===== config.mk =====
export PLATFORM = sky130hd
export DESIGN_NAME = tea_block_cipher
export DESIGN_NICKNAME = d
export VERILOG_FILES = /design/src/rtl/tea_block_cipher.sv
export SDC_FILE = /design/constraint.sdc
export NUM_CORES = 1
export LEC_CHECK = 0
export CAP_MARGIN = 10
export CORE_ASPECT_RATIO = 1.25
export CORE_MARGIN = 1.5
export CORE_UTILIZATION = 47
export CTS_BUF_LIST = sky130_fd_sc_hd__clkbuf_4 sky130_fd_sc_hd__clkbuf_8
export DETAILED_ROUTE_END_ITERATION = 7
export GPL_ROUTABILITY_DRIVEN = 0
export PLACE_DENSITY = 0.68
export SLEW_MARGIN = 5
export SYNTH_ARGS = -nofsm -noshare
export SYNTH_HDL_FRONTEND = slang
export SYNTH_SLANG_ARGS = --single-unit

===== constraint.sdc =====
create_clock -name clk -period 13.5 [get_ports clk]
set_input_delay 2.7 -clock clk [delete_from_list [all_inputs] [get_ports clk]]
set_output_delay 2.7 -clock clk [all_outputs]
set_load 0.01 [all_outputs]

===== src/rtl/tea_block_cipher.sv =====
// tea_block_cipher
//   Iterative TEA block cipher, one round per clock. Serves as the keystream
//   engine for the OFB mode wrapper: it takes the IV (or previous output block)
//   and the 128-bit key, and returns the 64-bit enciphered block.
//
//   Optional feature macro: TEA_DECRYPT_EN
//     When defined, adds the `decrypt` input and the inverse round datapath.
//     When undefined the core is encrypt-only.
//
// Parameters
//   ROUNDS     number of TEA rounds, legal range 1..64 (default 32)
//   DELTA      TEA round constant (default 32'h9E3779B9)
//
// Ports
//   clk        system clock, rising-edge active
//   reset      asynchronous active-low reset
//   in_valid   block_in/key (and decrypt) are presented
//   in_ready   core idle and able to accept a block (registered)
//   block_in   input block, v0=[63:32], v1=[31:0]
//   key        k0=[127:96], k1=[95:64], k2=[63:32], k3=[31:0]
//   decrypt    (TEA_DECRYPT_EN only) run the inverse cipher, sampled at accept
//   out_valid  block_out holds a completed result (registered)
//   out_ready  consumer accepts block_out
//   block_out  result block, v0=[63:32], v1=[31:0] (registered, held)
//   busy       high while rounds are being computed (registered)

module tea_block_cipher #(
   parameter int unsigned ROUNDS = 32,
   parameter logic [31:0] DELTA  = 32'h9E3779B9
) (
   input  logic         clk,
   input  logic         reset,
   input  logic         in_valid,
   output logic         in_ready,
   input  logic [63:0]  block_in,
   input  logic [127:0] key,
`ifdef TEA_DECRYPT_EN
   input  logic         decrypt,
`endif
   output logic         out_valid,
   input  logic         out_ready,
   output logic [63:0]  block_out,
   output logic         busy
);

   // Seven bits covers the full legal round range (up to 64).
   localparam int unsigned   CntW      = 7;
   localparam logic [CntW-1:0] LastRound = CntW'(ROUNDS - 1);

`ifdef TEA_DECRYPT_EN
   // Decryption starts from the final encryption sum, DELTA*ROUNDS mod 2^32.
   localparam logic [31:0] SumDecInit = 32'(DELTA * ROUNDS);
`endif

   typedef enum logic [1:0] {
      StIdle,
      StRun,
      StDone
   } state_e;

   // TEA mixing function shared by both halves of the round.
   function automatic logic [31:0] tea_mix(input logic [31:0] v,
                                           input logic [31:0] ka,
                                           input logic [31:0] kb,
                                           input logic [31:0] s);
      tea_mix = ((v << 4) + ka) ^ (v + s) ^ ((v >> 5) + kb);
   endfunction

   state_e          state_q, state_d;
   logic [31:0]     v0_q, v0_d;
   logic [31:0]     v1_q, v1_d;
   logic [31:0]     sum_q, sum_d;
   logic [CntW-1:0] round_cnt_q, round_cnt_d;
   logic [127:0]    key_q, key_d;
   logic [63:0]     block_out_q, block_out_d;
   logic            in_ready_q, in_ready_d;
   logic            out_valid_q, out_valid_d;
   logic            busy_q, busy_d;
`ifdef TEA_DECRYPT_EN
   logic            decrypt_q, decrypt_d;
`endif

   logic [31:0] k0, k1, k2, k3;
   logic [31:0] v0_rnd, v1_rnd, sum_rnd;
   logic        accept;

   assign k0 = key_q[127:96];
   assign k1 = key_q[95:64];
   assign k2 = key_q[63:32];
   assign k3 = key_q[31:0];

   // in_ready is only raised one clock after reset release, so gating the
   // accept with it keeps the first post-reset edge from taking a block.
   assign accept = (state_q == StIdle) && in_ready_q && in_valid;

   // One full round of the datapath, computed from the current registers.
   always_comb begin
      sum_rnd = sum_q + DELTA;
      v0_rnd  = v0_q + tea_mix(v1_q, k0, k1, sum_rnd);
      // Second half deliberately uses the freshly updated v0.
      v1_rnd  = v1_q + tea_mix(v0_rnd, k2, k3, sum_rnd);
`ifdef TEA_DECRYPT_EN
      if (decrypt_q) begin
         // Inverse order: undo v1 first, then v0, both with the current sum.
         v1_rnd  = v1_q - tea_mix(v0_q, k2, k3, sum_q);
         v0_rnd  = v0_q - tea_mix(v1_rnd, k0, k1, sum_q);
         sum_rnd = sum_q - DELTA;
      end
`endif
   end

   // Next-state logic for the FSM and all datapath registers.
   always_comb begin
      state_d     = state_q;
      v0_d        = v0_q;
      v1_d        = v1_q;
      sum_d       = sum_q;
      round_cnt_d = round_cnt_q;
      key_d       = key_q;
      block_out_d = block_out_q;
`ifdef TEA_DECRYPT_EN
      decrypt_d   = decrypt_q;
`endif

      unique case (state_q)
         StIdle: begin
            if (accept) begin
               v0_d        = block_in[63:32];
               v1_d        = block_in[31:0];
               key_d       = key;
               sum_d       = '0;
               round_cnt_d = '0;
`ifdef TEA_DECRYPT_EN
               decrypt_d   = decrypt;
               if (decrypt) begin
                  sum_d = SumDecInit;
               end
`endif
               state_d     = StRun;
            end
         end

         StRun: begin
            v0_d        = v0_rnd;
            v1_d        = v1_rnd;
            sum_d       = sum_rnd;
            round_cnt_d = round_cnt_q + 1'b1;
            if (round_cnt_q == LastRound) begin
               block_out_d = {v0_rnd, v1_rnd};
               state_d     = StDone;
            end
         end

         StDone: begin
            if (out_ready) begin
               state_d = StIdle;
            end
         end

         default: begin
            state_d = StIdle;
         end
      endcase

      // Handshake/status outputs are registered views of the next state.
      in_ready_d  = (state_d == StIdle);
      out_valid_d = (state_d == StDone);
      busy_d      = (state_d == StRun);
   end

   always_ff @(posedge clk or negedge reset) begin
      if (!reset) begin
         state_q     <= StIdle;
         v0_q        <= '0;
         v1_q        <= '0;
         sum_q       <= '0;
         round_cnt_q <= '0;
         key_q       <= '0;
         block_out_q <= '0;
         in_ready_q  <= 1'b0;
         out_valid_q <= 1'b0;
         busy_q      <= 1'b0;
`ifdef TEA_DECRYPT_EN
         decrypt_q   <= 1'b0;
`endif
      end else begin
         state_q     <= state_d;
         v0_q        <= v0_d;
         v1_q        <= v1_d;
         sum_q       <= sum_d;
         round_cnt_q <= round_cnt_d;
         key_q       <= key_d;
         block_out_q <= block_out_d;
         in_ready_q  <= in_ready_d;
         out_valid_q <= out_valid_d;
         busy_q      <= busy_d;
`ifdef TEA_DECRYPT_EN
         decrypt_q   <= decrypt_d;
`endif
      end
   end

   assign in_ready  = in_ready_q;
   assign out_valid = out_valid_q;
   assign busy      = busy_q;
   assign block_out = block_out_q;

endmodule


; After elaboration in Yosys (flattened, before gate mapping)
; Index checks and enable logic that the tools add are counted.
[word_totals]
register_bits = 300
out_inout_bits = 67
in_bits = 196
[classes]
eq_ne = 6
add_sub_neg = 10
n_bitwise = 4
n_mux = 12
reduce_logical = 8
[ops]
columns = operator, count
row1 = $add A32 B32 Y32, 6
row2 = $pmux W32 S2, 3
row3 = $xor A32 B32 Y32, 4
row4 = $mux W32, 3
row5 = $add A27 B32 Y32, 2
row6 = $add A32 B32 Y32 const B, 1
row7 = $pmux W7 S2, 1
row8 = $add A7 B1 Y7 const B, 1
row9 = $eq A7 B5 Y1 const B, 1
row10 = $mux W7, 1
row11 = $mux W2, 3
row12 = $pmux W2 S3, 1
row13 = $reduce_and A2 Y1, 3
row14 = $eq A2 B1 Y1 const B, 2
row15 = $eq A2 B2 Y1 const B, 2
row16 = $logic_not A2 Y1, 2
row17 = $logic_and A1 B1 Y1, 2
row18 = $ne A2 B2 Y1 const B, 1
row19 = $reduce_bool A2 Y1, 1

; Longest topological paths before layout
; Gate-level depths: netlist (run 1).
[logic_depth]
word_depth = 10
depth_mapped = 48
ltp_nobuf = 47

; Worst setup path before layout (run 1)
; Ideal clock, no wire load.
[synth_timing]
path_kind = register -> register
start = register sum_q[0]
end = register block_out_q[31], in the netlist block_out[31]
required_ns = 13.368
path_slack_ns = 4.235
path_stages_with_launch = 48
setup_time_ns = 0.132
arrival_ns = 9.133
cell_sequence = dfrtp_1 and3_1 buf_2 o41ai_4 nand2_1 and2_0 clkbuf_1 xnor2_1 ha_1 xnor2_1 xnor2_1 xnor2_1 xor2_1 xnor2_1 ha_1 a21o_1 a21o_1 a21oi_1 [... 12 more ...] nor2_1 o21a_1 nor2_1 xnor2_1 xnor2_1 ha_1 a21o_1 a21o_1 a221oi_1 o21ai_0 a31oi_1 o21bai_1 a21oi_1 o21ai_0 a21oi_1 xnor3_1 xnor2_1 o21ai_1
[synth_between]
elab_chain_cells = 9
elab_cells_between_ends = 11
classes_between = 7 x add/sub / 4 x bitwise
[synth_lines]
columns = item, line_no
row1 = "start, declared", 72  ; logic [31:0] sum_q, sum_d;
row2 = "start signal, assigned", 190  ; sum_q <= sum_d;
row3 = $add A32 B32 Y32 *, 98  ; sum_rnd = sum_q + DELTA;
row4 = $add A32 B32 Y32 *, 66  ; tea_mix = ((v << 4) + ka) ^ (v + s) ^ ((v >> 5) + kb);
row5 = $xor A32 B32 Y32 * (2 in a row), 66
row6 = $add A32 B32 Y32 *, 99  ; v0_rnd = v0_q + tea_mix(v1_q, k0, k1, sum_rnd);
row7 = via v0_rnd[16], 84  ; logic [31:0] v0_rnd, v1_rnd, sum_rnd;
row8 = $add A32 B32 Y32, 66
row9 = $xor A32 B32 Y32, 66
row10 = $xor A32 B32 Y32 *, 66
row11 = $add A32 B32 Y32 *, 101  ; v1_rnd = v1_q + tea_mix(v0_rnd, k2, k3, sum_rnd);
row12 = "end signal, assigned", 193  ; block_out_q <= block_out_d;
row13 = "end, declared", 75  ; logic [63:0] block_out_q, block_out_d;
; The timed path passes the listed nets; every way through them passes the cells marked *.
; A chain may end at the register's enable or synchronous reset.

; Worst setup path in the final report (run 1)
[layout_timing]
start = register sum_q[0]
end = register v1_q[31]
[layout_between]
elab_chain_cells = 10
elab_cells_between_ends = 12
classes_between = 7 x add/sub / 1 x mux / 4 x bitwise
[layout_lines]
columns = item, line_no
row1 = $add A32 B32 Y32 *, 98
row2 = $add A32 B32 Y32 *, 66
row3 = $xor A32 B32 Y32 * (2 in a row), 66
row4 = $add A32 B32 Y32 *, 99
row5 = via v0_rnd[17], 84
row6 = $add A32 B32 Y32, 66
row7 = $xor A32 B32 Y32, 66
row8 = $xor A32 B32 Y32 *, 66
row9 = $add A32 B32 Y32 *, 101
row10 = $pmux W32 S2 *, 125  ; unique case (state_q)
row11 = "end signal, assigned", 189  ; v1_q <= v1_d;
row12 = "end, declared", 71  ; logic [31:0] v1_q, v1_d;
; Marks and branches as above.

==> impl_summary.log, run 1 <==
[metrics] post-synth net total: 3259
[metrics] flip-flop and latch count after synthesis: 300
[metrics] Area Overhead vs Synth: 18.4%
[metrics] post-detailed-routing wire length: 77500 µm
[metrics] Hold Crit Class: reg2reg
[metrics] number of cells on the worst reg-to-reg path: 45
[metrics] ANT nets after route: 0
[metrics] Setup Total Neg Slack: 0 ns
[metrics] master cell of the clock root buffer: sky130_fd_sc_hd__clkbuf_8
[metrics] main flop type after synthesis: sky130_fd_sc_hd__dfrtp_1
[metrics] Warnings, synthesis: 0
[metrics] Unique masters post-synth: 82
[metrics] fraction of post-synthesis cell area in the top cell type by area: 31.4%
[metrics] # IOs: 263
[metrics] clk_lat worst skew: 0.67 ns
[metrics] I/O Buffers: 262
[metrics] crit end category: register
[metrics] Crit Path Class: reg2reg
[metrics] top area cells in the synthesized netlist: sky130_fd_sc_hd__dfrtp_1 (31%), sky130_fd_sc_hd__ha_1 (13%), sky130_fd_sc_hd__xnor2_1 (11%)
[metrics] top metal layer carrying routed signals: met4
[metrics] fmax: 0.0873 GHz
[metrics] antenna violations before repair: 1
[metrics] share of the clock period used by the worst path after layout: 84.9%
[metrics] relative max-transition margin: 24.5%
[metrics] count of hold-fix buffers inserted at cts: 0
[metrics] first-pass GRT wire length: 121000 µm
[metrics] overall fraction of global-route tracks in use: 29.6%
[metrics] half-perimeter wire length after detailed placement: 59700 µm
[metrics] largest net degree at the start of global routing: 155
[metrics] maximum fanout encountered on the critical timing path: 7
[metrics] count of TritonRoute iterations in the first routing pass: 5
[metrics] number of slew-limit violations in the final report: 0
[metrics] fill cell instance count of the final layout: 4593
[metrics] post-route clock skew: 0.0368 ns
[metrics] Vert. Die Dim: 255 µm
[metrics] post-synthesis cell area: 23900 µm²
[metrics] status: completed
[metrics] number of sinks driven by the clock tree: 300
[metrics] number of maximum-capacitance constraint violations: 0
[metrics] area leader, netlist: sky130_fd_sc_hd__dfrtp_1
[metrics] Data arrival, critical path: 11.95 ns
[metrics] number of cells on the worst hold path: 2
[metrics] final setup violation count: 0
[metrics] Via density: 5.82
[metrics] routed wire length per instance: 20.7 µm
[metrics] standard-cell rows: 92
[metrics] post-CTS repair timing setup buffer count: 0
[metrics] Mapped Avg Cell Area: 8.53 µm²
[metrics] die area: 52300 µm²
[metrics] cell repeated most along the worst path: sky130_fd_sc_hd__o21ai_0
[metrics] final hold viol count: 0
[metrics] unrepaired setup endpoints after global routing: false
[metrics] CP Launch Type: register
[metrics] count of instances resized after the clock tree is built: 0
[metrics] detailed route wirelength on metal2: 37700 µm
[metrics] core box area: 50400 µm²
[metrics] most common cell in the synthesized netlist: sky130_fd_sc_hd__nand2_1
[metrics] clock transition at the register clock pins on the worst setup and hold paths after CTS: 0.06 ns
[metrics] fraction of final layout cells with drive strength greater than 1: 4.98%
[metrics] violation count after the first detailed-routing iteration: 1679
[metrics] Die Span X: 205 µm
[metrics] remaining global-route overflow: 0
[metrics] count of vias placed by the detailed router: 21800
[metrics] number of H-tree branching levels: 2
[metrics] CTS tree: done
[metrics] Net count, final: 3507
[metrics] Worst-Margin Slew: 1.13 ns
[metrics] wl on met1: 29700 µm
[metrics] Residual DRC: 0
[metrics] Async SR Flop Fraction: 100%
[metrics] critical-path cell with the highest stage delay: sky130_fd_sc_hd__o41ai_1
[metrics] Commonest cells post-synth: sky130_fd_sc_hd__nand2_1 (625), sky130_fd_sc_hd__xnor2_1 (309), sky130_fd_sc_hd__dfrtp_1 (300), sky130_fd_sc_hd__ha_1 (248), sky130_fd_sc_hd__o21ai_0 (192)
[metrics] WP data required: 13.99 ns
[metrics] via count of the first global-routing pass: 21900
[metrics] post-synthesis sequential area ratio: 31.4%
[metrics] post-layout min period: 11.46 ns
[metrics] starting density of the core: 47.5%
[metrics] Clock Path Buffers: 3
[metrics] length of routed met3 wiring: 4350 µm
[metrics] cts bufs inserted: 51
[metrics] number of instances in the synthesized netlist: 2807
[metrics] Worst path max stage delay: 0.54 ns
[metrics] EDFF count, synth: 0
[per-layer routing]
metal,track usage [%],vias to the layer above
li1,-,10300
met1,34.4,10400
met2,50.3,865
met3,4.27,287
met4,19.4,0
met5,0,-
[stage by stage]
step / hold WS [ns] / cells / util (%) / cell area, µm² / setup slack (ns)
2_1_floorplan: 0.450 / 2807 / - / 23900 / 4.24
3_5_place_dp: 0.470 / 3660 / 54.0 / 27200 / 2.30
5_1_grt: 0.509 / 3751 / 56.2 / 28400 / 1.30
4_1_cts: 0.484 / 3750 / 56.2 / 28400 / 2.22
6_report: 0.478 / 3751 / 56.2 / 28400 / 2.04
3_3_place_gp: 0.462 / 3660 / 54.0 / 27200 / 2.47
[layout make-up]
class	instances	area, µm²	share of cell area, %
Multi-Input combinational cell	2355	15900	56.1
Sequential cell	300	7510	26.5
Timing Repair Buffer	278	2760	9.73
Clock buffer	80	1020	3.60
Tap cell	658	823	2.90
Inverter	69	259	0.913
Clock inverter	10	85.1	0.300
Antenna cell	1	2.50	0.00882
[flip-flops by register name, indices dropped and copies added, names as in the netlist, 2 cells and up]
signal and flops:
key_q 128, block_out 64, sum_q 32, v0_q 32, v1_q 32, round_cnt_q 7, state_q 2
[path summary, 6_finish.rpt]
path	startpoint	endpoint	slack, ns
hold / removal	block_out[12]	block_out[12]	0.48
setup / recovery	sum_q[0]	v1_q[31]	2.04
setup reg to reg	sum_q[0]	v1_q[31]	2.04
hold reg to reg	block_out[12]	block_out[12]	0.48
max in group asynchronous	reset	block_out[20]	10.07
min in group asynchronous	reset	key_q[127]	2.01
[critical path: cells and delay by family, from the launching register on]
kind | cells | cell delay, ns
AOI/OAI and AO/OA | 26 | 6.48
adders and majority gates | 5 | 1.67
buffers and inverters | 1 | 0.22
DFF | 1 | 0.41
xor gates and xnor gates | 7 | 1.82
and+or+nand+nor | 6 | 0.69
[cell families (layout without fill, tap and decap cells)]
| logic type | after synthesis | in the layout | synth area share, % |
|---|---|---|---|
| AOI/OAI and AO/OA | 776 | 776 | 21.1 |
| xor gates and xnor gates | 386 | 386 | 14.3 |
| adders and majority gates | 256 | 256 | 13.6 |
| buffers and inverters | 152 | 437 | 2.39 |
| DFF | 300 | 300 | 31.4 |
| muxes | 20 | 20 | 0.930 |
| other | 0 | 1 | 0 |
| and+or+nand+nor | 917 | 917 | 16.4 |
[layout by cell type (no fill, tap or decap), types with 11 or more instances in the layout]
master	netlist	routed
sky130_fd_sc_hd__o21bai_1	30	30
sky130_fd_sc_hd__mux2_2	18	18
sky130_fd_sc_hd__nand4_1	13	13
sky130_fd_sc_hd__nand2b_1	33	32
sky130_fd_sc_hd__inv_1	68	68
sky130_fd_sc_hd__o21ai_0	192	192
sky130_fd_sc_hd__a211oi_1	15	15
sky130_fd_sc_hd__clkbuf_8	0	67
sky130_fd_sc_hd__nor2_1	89	88
sky130_fd_sc_hd__o31ai_1	19	19
sky130_fd_sc_hd__a21o_1	130	130
sky130_fd_sc_hd__nand2_1	625	624
sky130_fd_sc_hd__o211ai_1	11	11
sky130_fd_sc_hd__a21oi_1	188	188
sky130_fd_sc_hd__and3_1	20	19
sky130_fd_sc_hd__o21a_1	30	30
sky130_fd_sc_hd__a31oi_1	13	13
sky130_fd_sc_hd__nand3_1	52	51
sky130_fd_sc_hd__nor3_1	21	21
sky130_fd_sc_hd__xnor2_1	309	309
sky130_fd_sc_hd__dfrtp_1	300	300
sky130_fd_sc_hd__nor2b_1	29	28
sky130_fd_sc_hd__ha_1	248	248
sky130_fd_sc_hd__a22oi_1	56	56
sky130_fd_sc_hd__clkbuf_4	0	13
sky130_fd_sc_hd__xor2_1	74	74
sky130_fd_sc_hd__buf_4	0	15
sky130_fd_sc_hd__clkdlybuf4s50_1	0	261
Power of run 1 is not shown: default switching activity piles up to over one toggle a cycle in this logic, so the estimate is an artifact.
==> run 2: changes to the inputs <==
--- a/config.mk
+++ b/config.mk
@@ -12,7 +12,7 @@
 export CTS_BUF_LIST = sky130_fd_sc_hd__clkbuf_4 sky130_fd_sc_hd__clkbuf_8
 export DETAILED_ROUTE_END_ITERATION = 7
 export GPL_ROUTABILITY_DRIVEN = 0
-export PLACE_DENSITY = 0.68
+export PLACE_DENSITY = 0.71
 export SLEW_MARGIN = 5
 export SYNTH_ARGS = -nofsm -noshare
 export SYNTH_HDL_FRONTEND = slang
==> constraint.sdc (replaced) <==
create_clock -name clk -period 10 [get_ports clk]
set_input_delay 2 -clock clk [delete_from_list [all_inputs] [get_ports clk]]
set_output_delay 2 -clock clk [all_outputs]
set_load 0.01 [all_outputs]
==> run 2 against run 1 <==
Via count rose by 2.1%; worst setup slack got worse by 1.7 ns; global-route usage rose by 0.37 points; routed wire length rose by 2.2%; largest cell class unchanged.
==> impl_summary.log, run 2 (synthesis gave the netlist of run 1 again) <==
[metrics] status: completed (unchanged)
[metrics] starting density of the core: 47.5% (unchanged)
[metrics] count of vias placed by the detailed router: 22300 (was 21800)
[metrics] half-perimeter wire length after detailed placement: 61200 µm (was 59700 µm)
[metrics] CTS tree: done (unchanged)
[metrics] Via density: 5.77 (was 5.82)
[metrics] most common cell after layout, fill and taps aside: sky130_fd_sc_hd__nand2_1 (unchanged)
[metrics] fmax: 0.104 GHz (was 0.0873 GHz)
[metrics] WP data required: 10.49 ns (was 13.99 ns)
[metrics] post-route clock skew: 0.0489 ns (was 0.0368 ns)
[metrics] Die Span X: 205 µm (unchanged)
[metrics] maximum fanout encountered on the critical timing path: 5 (was 7)
[metrics] cts bufs inserted: 50 (was 51)
[metrics] critical-path cell with the highest stage delay: sky130_fd_sc_hd__a2111o_1 (was sky130_fd_sc_hd__o41ai_1)
[metrics] number of slew-limit violations in the final report: 0 (unchanged)
[metrics] antenna violations before repair: 1 (unchanged)
[metrics] Hold Crit Class: reg2reg (unchanged)
[metrics] routed wire length per instance: 20.5 µm (was 20.7 µm)
[metrics] I/O Buffers: 262 (unchanged)
[metrics] Clock Path Buffers: 3 (unchanged)
[metrics] least setup slack across all paths after layout: 0.372 ns (was 2.04 ns)
[metrics] Worst-Margin Slew: 1.07 ns (was 1.13 ns)
[metrics] die area: 52300 µm² (unchanged)
[metrics] cell area after placement: 28000 µm² (was 27200 µm²)
[metrics] number of H-tree branching levels: 2 (unchanged)
[metrics] worst slack after detailed placement: -0.0149 ns (was 2.30 ns)
[metrics] Crit Path Class: reg2reg (unchanged)
[metrics] core box area: 50400 µm² (unchanged)
[metrics] post-route worst hold slack: 0.484 ns (was 0.478 ns)
[metrics] Net count, final: 3617 (was 3507)
[metrics] area of all placed cells without fillers: 29500 µm² (was 28400 µm²)
[metrics] largest net degree at the start of global routing: 113 (was 155)
[metrics] sequential cell area in the final layout: 7510 µm² (unchanged)
[metrics] relative max-transition margin: 28.7% (was 24.5%)
[metrics] number of maximum-capacitance constraint violations: 0 (unchanged)
[metrics] post-layout min period: 9.63 ns (was 11.46 ns)
[metrics] Data arrival, critical path: 10.12 ns (was 11.95 ns)
[metrics] first-pass GRT wire length: 122000 µm (was 121000 µm)
[metrics] number of sinks driven by the clock tree: 300 (unchanged)
[metrics] Residual DRC: 0 (unchanged)
[metrics] fill cell instance count of the final layout: 4483 (was 4593)
[metrics] violation count after the first detailed-routing iteration: 1421 (was 1679)
[metrics] master cell of the clock root buffer: sky130_fd_sc_hd__clkbuf_8 (unchanged)
[metrics] post-detailed-routing wire length: 79200 µm (was 77500 µm)
[metrics] crit end category: register (unchanged)
[metrics] share of the clock period used by the worst path after layout: 96.3% (was 84.9%)
[metrics] Worst path max stage delay: 0.48 ns (was 0.54 ns)
[metrics] count of TritonRoute iterations in the first routing pass: 6 (was 5)
[metrics] final setup violation count: 0 (unchanged)
[metrics] overall fraction of global-route tracks in use: 29.9% (was 29.6%)
[metrics] # IOs: 263 (unchanged)
[metrics] final hold viol count: 0 (unchanged)
[metrics] Vert. Die Dim: 255 µm (unchanged)
[metrics] multi-input combinational cell area: 16200 µm² (was 15900 µm²)
[metrics] register name with the most flops: key_q (unchanged)
[metrics] number of flip-flops under the largest register name: 128 (unchanged)
[metrics] Area Overhead vs Synth: 23.1% (was 18.4%)
[metrics] count of non-filler cells in the finished layout: 3863 (was 3751)
[metrics] commonest cells after routing, fill and taps aside: sky130_fd_sc_hd__nand2_1 (624), sky130_fd_sc_hd__dfrtp_1 (300), sky130_fd_sc_hd__xnor2_1 (298), sky130_fd_sc_hd__clkdlybuf4s50_1 (261), sky130_fd_sc_hd__ha_1 (241) (was sky130_fd_sc_hd__nand2_1 (624), sky130_fd_sc_hd__xnor2_1 (309), sky130_fd_sc_hd__dfrtp_1 (300), sky130_fd_sc_hd__clkdlybuf4s50_1 (261), sky130_fd_sc_hd__ha_1 (248))
[metrics] CP Launch Type: register (unchanged)
[metrics] clock transition at the register clock pins on the worst setup and hold paths after CTS: 0.07 ns (was 0.06 ns)
[metrics] standard-cell rows: 92 (unchanged)
[metrics] fraction of final layout cells with drive strength greater than 1: 9.43% (was 4.98%)
[metrics] clk_lat worst skew: 0.68 ns (was 0.67 ns)
[metrics] ANT nets after route: 0 (unchanged)
[metrics] placed cells: 3761 (was 3660)
[metrics] remaining global-route overflow: 0 (unchanged)
[metrics] via count of the first global-routing pass: 22600 (was 21900)
[run 2: cell count changes in the layout (fill, tap and decap cells not counted), sizes merged]
cell	before	now
buf	17	128
bufinv	1	4
clkbuf	80	75
clkinv	8	6
clkinvlp	1	4
diode	1	2
inv	69	70
[run 2: per-layer routing]
| metal | GRT usage, % | share of wire, % |
|---|---|---|
| met1 | 34.3 | 38 |
| met3 | 4.32 | 6.3 |
| met4 | 21.0 | 8.0 |
| met2 | 50.9 | 48 |
| met5 | 0 | 0 |
[run 2: critical path, delay by kind of cell (launching register included)]
family / cells / cell delay [ns]
compound gates: 21 / 4.55
flops: 1 / 0.43
simple gates: 6 / 0.84
fa+ha+maj: 5 / 1.38
xor+xnor: 11 / 1.97
buf+inv: 2 / 0.32
[run 2: final cells by class]
| class | count | area share (%) |
|---|---|---|
| Antenna cell | 2 | 0.0170 |
| Timing Repair Buffer | 389 | 12.2 |
| Inverter | 69 | 0.879 |
| Tap cell | 658 | 2.79 |
| Multi-Input combinational cell | 2355 | 54.9 |
| Clock buffer | 75 | 3.16 |
| Clock inverter | 15 | 0.650 |
| Sequential cell | 300 | 25.5 |
[run 2: worst paths after layout]
kind                                from       endpoint  slack (ns)  depth (start not counted)
max                             sum_q[0]       v1_q[31]        0.37                         45
min                        block_out[38]  block_out[38]        0.48                          2
max reg2reg                     sum_q[0]       v1_q[31]        0.37                         45
min reg2reg                block_out[38]  block_out[38]        0.48                          2
max in group asynchronous          reset      key_q[81]        7.10                          2
min in group asynchronous          reset      key_q[60]        1.38                          1
[run 2: per-stage QoR]
step / setup TNS [ns] / util [%]
2_1_floorplan: 0 / -
3_3_place_gp: 0 / 55.5
3_5_place_dp: -0.0202 / 55.5
4_1_cts: 0 / 57.8
5_1_grt: -0.113 / 58.4
6_report: 0 / 58.5
[run 2: timing repair]
item / CTS / global route
hold buffers: 0 / 0
resized for setup: 3 / 42
setup endpoints to repair: 2 / 15
pin swaps: 0 / 37
setup buffers: 0 / 10
Power of run 2 is left out for the same reason.
==> RTL edit: new RTL, config.mk and constraints of run 2 <==
Change the localparam `CntW` from 7 to 14.
--- a/src/rtl/tea_block_cipher.sv
+++ b/src/rtl/tea_block_cipher.sv
@@ -44,7 +44,7 @@
 );
 
    // Seven bits covers the full legal round range (up to 64).
-   localparam int unsigned   CntW      = 7;
+   localparam int unsigned   CntW      = 14;
    localparam logic [CntW-1:0] LastRound = CntW'(ROUNDS - 1);
 
 `ifdef TEA_DECRYPT_EN
Function: no difference found for any inputs over 10 cycles, from zero or initial values and one cycle with reset low; that may be too few to reach the edited logic, so the function may still have changed.
==> RTL edit against run 2 <==
Final area grew 1.5%. Area after synthesis grew 1.4%. Worst setup slack gained 6.0 ps. Wire length grew 1.7%. Hold slack lost 7.0 ps. Utilization grew 0.49 points. Sequential cell count grew 7. Fmax is essentially flat. Via count grew 3.0%. Critical endpoint unchanged. Highest routed layer unchanged.
Power is left out: the tool's default activity adds up to more than one toggle a clock period on the data nets, which glitch-free logic cannot reach.
==> RTL edit: results (changes against run 2) <==
[outcome]
status=finished clean

[detailed_routing]
dr.pass1.iters=7  ; +1
num_vias=23000  ; +3.0%
wl_per_cell_um=20.5  ; about the same
drtIter0Drc=1792  ; +26%

[critical_path]
max_stage_delay_ps=470
crit_family=compound AO/OA/AOI/OAI gates
cp_slowest_cell=or4_4
reg2reg_depth=48  ; +6.7%
crit_arrival_ps=10130  ; about the same
critPathMaxFanout=6  ; +1

[global_route]
antenna_found_initial=1  ; unchanged
grt_first_pass_wirelength_um=125000  ; +1.9%
grt_max_degree=102  ; -9.7%
grt_usage_pct=30.1  ; +0.11 points

[timing]
skew_ps=49.0  ; +0.113 ps
tightestPinTransition_ps=1190  ; +125 ps

[finish]
drive_gt1_share_pct=9.33  ; -0.10 points
largest_reg_flops=128  ; unchanged
nets=3684  ; +1.9%
top_register=key_q
nFillCells=4468  ; -0.33%

[synthesis]
async_flop_share_pct=100  ; unchanged
yosysSeqAreaShare_pct=31.6  ; +0.27 points
synth_cell_types=82  ; unchanged
synth_ff_type=dfrtp_1
synthTopCellsByCount=686 x nand2_1, 316 x xnor2_1, 307 x dfrtp_1, 249 x ha_1, 208 x o21ai_0
ys_warn_count=0  ; unchanged
synth_nets=3350  ; +2.8%
yosys-top-cells-area=dfrtp_1 32%, ha_1 13%, xnor2_1 11%

[cts]
cts_root_buffer=clkbuf_8
cts.htree.levels=2  ; unchanged
cts_buffers=50  ; unchanged
clockBufferDepth=3  ; unchanged
worstSkewPairLatency_ps=670
path_clk_slew_ps=60

[hold_path]
min_path_cells=2  ; unchanged
worstHoldPathType=reg -> reg

[place]
portBuffers=262  ; unchanged
post-dp-hpwl_um=61100  ; -0.12%

RTL edit: changes by cell type in the layout (fill, tap and decap cells not counted), sizes merged, moves of 13 or more:
cell    change
mux2       -14
nand2b     -13
nor2       +17
a21o       -22
buf        -24
nand2      +61
o21ai      +15
RTL edit: logic make-up after synthesis:
kind of cell | count (synthesis) | synth area share (%)
xor gates and xnor gates | 385 | 14.1
adders and majority gates | 257 | 13.5
muxes | 8 | 0.350
and+or+nand+nor | 998 | 17.4
DFF | 307 | 31.6
AOI/OAI and AO/OA | 779 | 20.5
buffers and inverters | 163 | 2.53
RTL edit: through the flow:
stage | instance area, µm² | std cells | TNS, ps | setup slack, ps
finish | 29900 | 3929 | 0 | 378
CTS | 29500 | 3918 | 0 | 114
global route | 29900 | 3929 | -182 | -84.3
global placement | 28100 | 3821 | 0 | 129
floorplan | 24300 | 2897 | 0 | 756
detailed placement | 28100 | 3821 | -641 | -321
RTL edit: routing by layer:
metal	share of wire [%]	routed length, µm	up-vias	global-route usage (%)
met5	0	0	-	0
met3	7.1	5720	185	3.89
met1	43	34300	11100	40.8
li1	-	-	10800	-
met2	46	37200	911	48.1
met4	4.2	3380	0	12.4
RTL edit: what timing repair did:
item / 4_1_cts / 5_1_grt
endpoints found under the setup margin: 2 / 14
buffers inserted: 6 / 10
gates resized for setup: 20 / 67
pin swaps: 9 / 31
RTL edit: path summary, 6_finish.rpt:
check / slack, ps / from / to
max: 380 / sum_q[1]$_DFFE_PN0P_ / v1_q[31]$_DFFE_PN0P_
min in group asynchronous: 1340 / reset / block_out[42]$_DFFE_PN0P_
min: 480 / block_out[21]$_DFFE_PN0P_ / block_out[21]$_DFFE_PN0P_
max in group asynchronous: 7150 / reset / v1_q[25]$_DFFE_PN0P_
max reg2reg: 380 / sum_q[1]$_DFFE_PN0P_ / v1_q[31]$_DFFE_PN0P_
min reg2reg: 480 / block_out[21]$_DFFE_PN0P_ / block_out[21]$_DFFE_PN0P_
RTL edit: layout make-up:
| type | instances | area [µm²] | share of cell area (%) |
|---|---|---|---|
| well taps | 658 | 823 | 2.75 |
| inverters | 80 | 300 | 1.00 |
| diodes | 1 | 2.50 | 0.00836 |
| multi-input cells | 2427 | 16500 | 55.0 |
| flip-flops and latches | 307 | 7680 | 25.7 |
| repair buffers | 365 | 3400 | 11.4 |
| clock buffers | 78 | 1020 | 3.42 |
| clock inverters | 13 | 226 | 0.757 |
RTL edit: worst register-to-register path: cells and delay by family (launching register included):
kind / cells / cell delay (ps)
and+or+nand+nor: 8 / 1460
AOI/OAI and AO/OA: 20 / 3430
xor gates and xnor gates: 10 / 2010
adders and majority gates: 5 / 1480
buffers and inverters: 5 / 670
DFF: 1 / 440
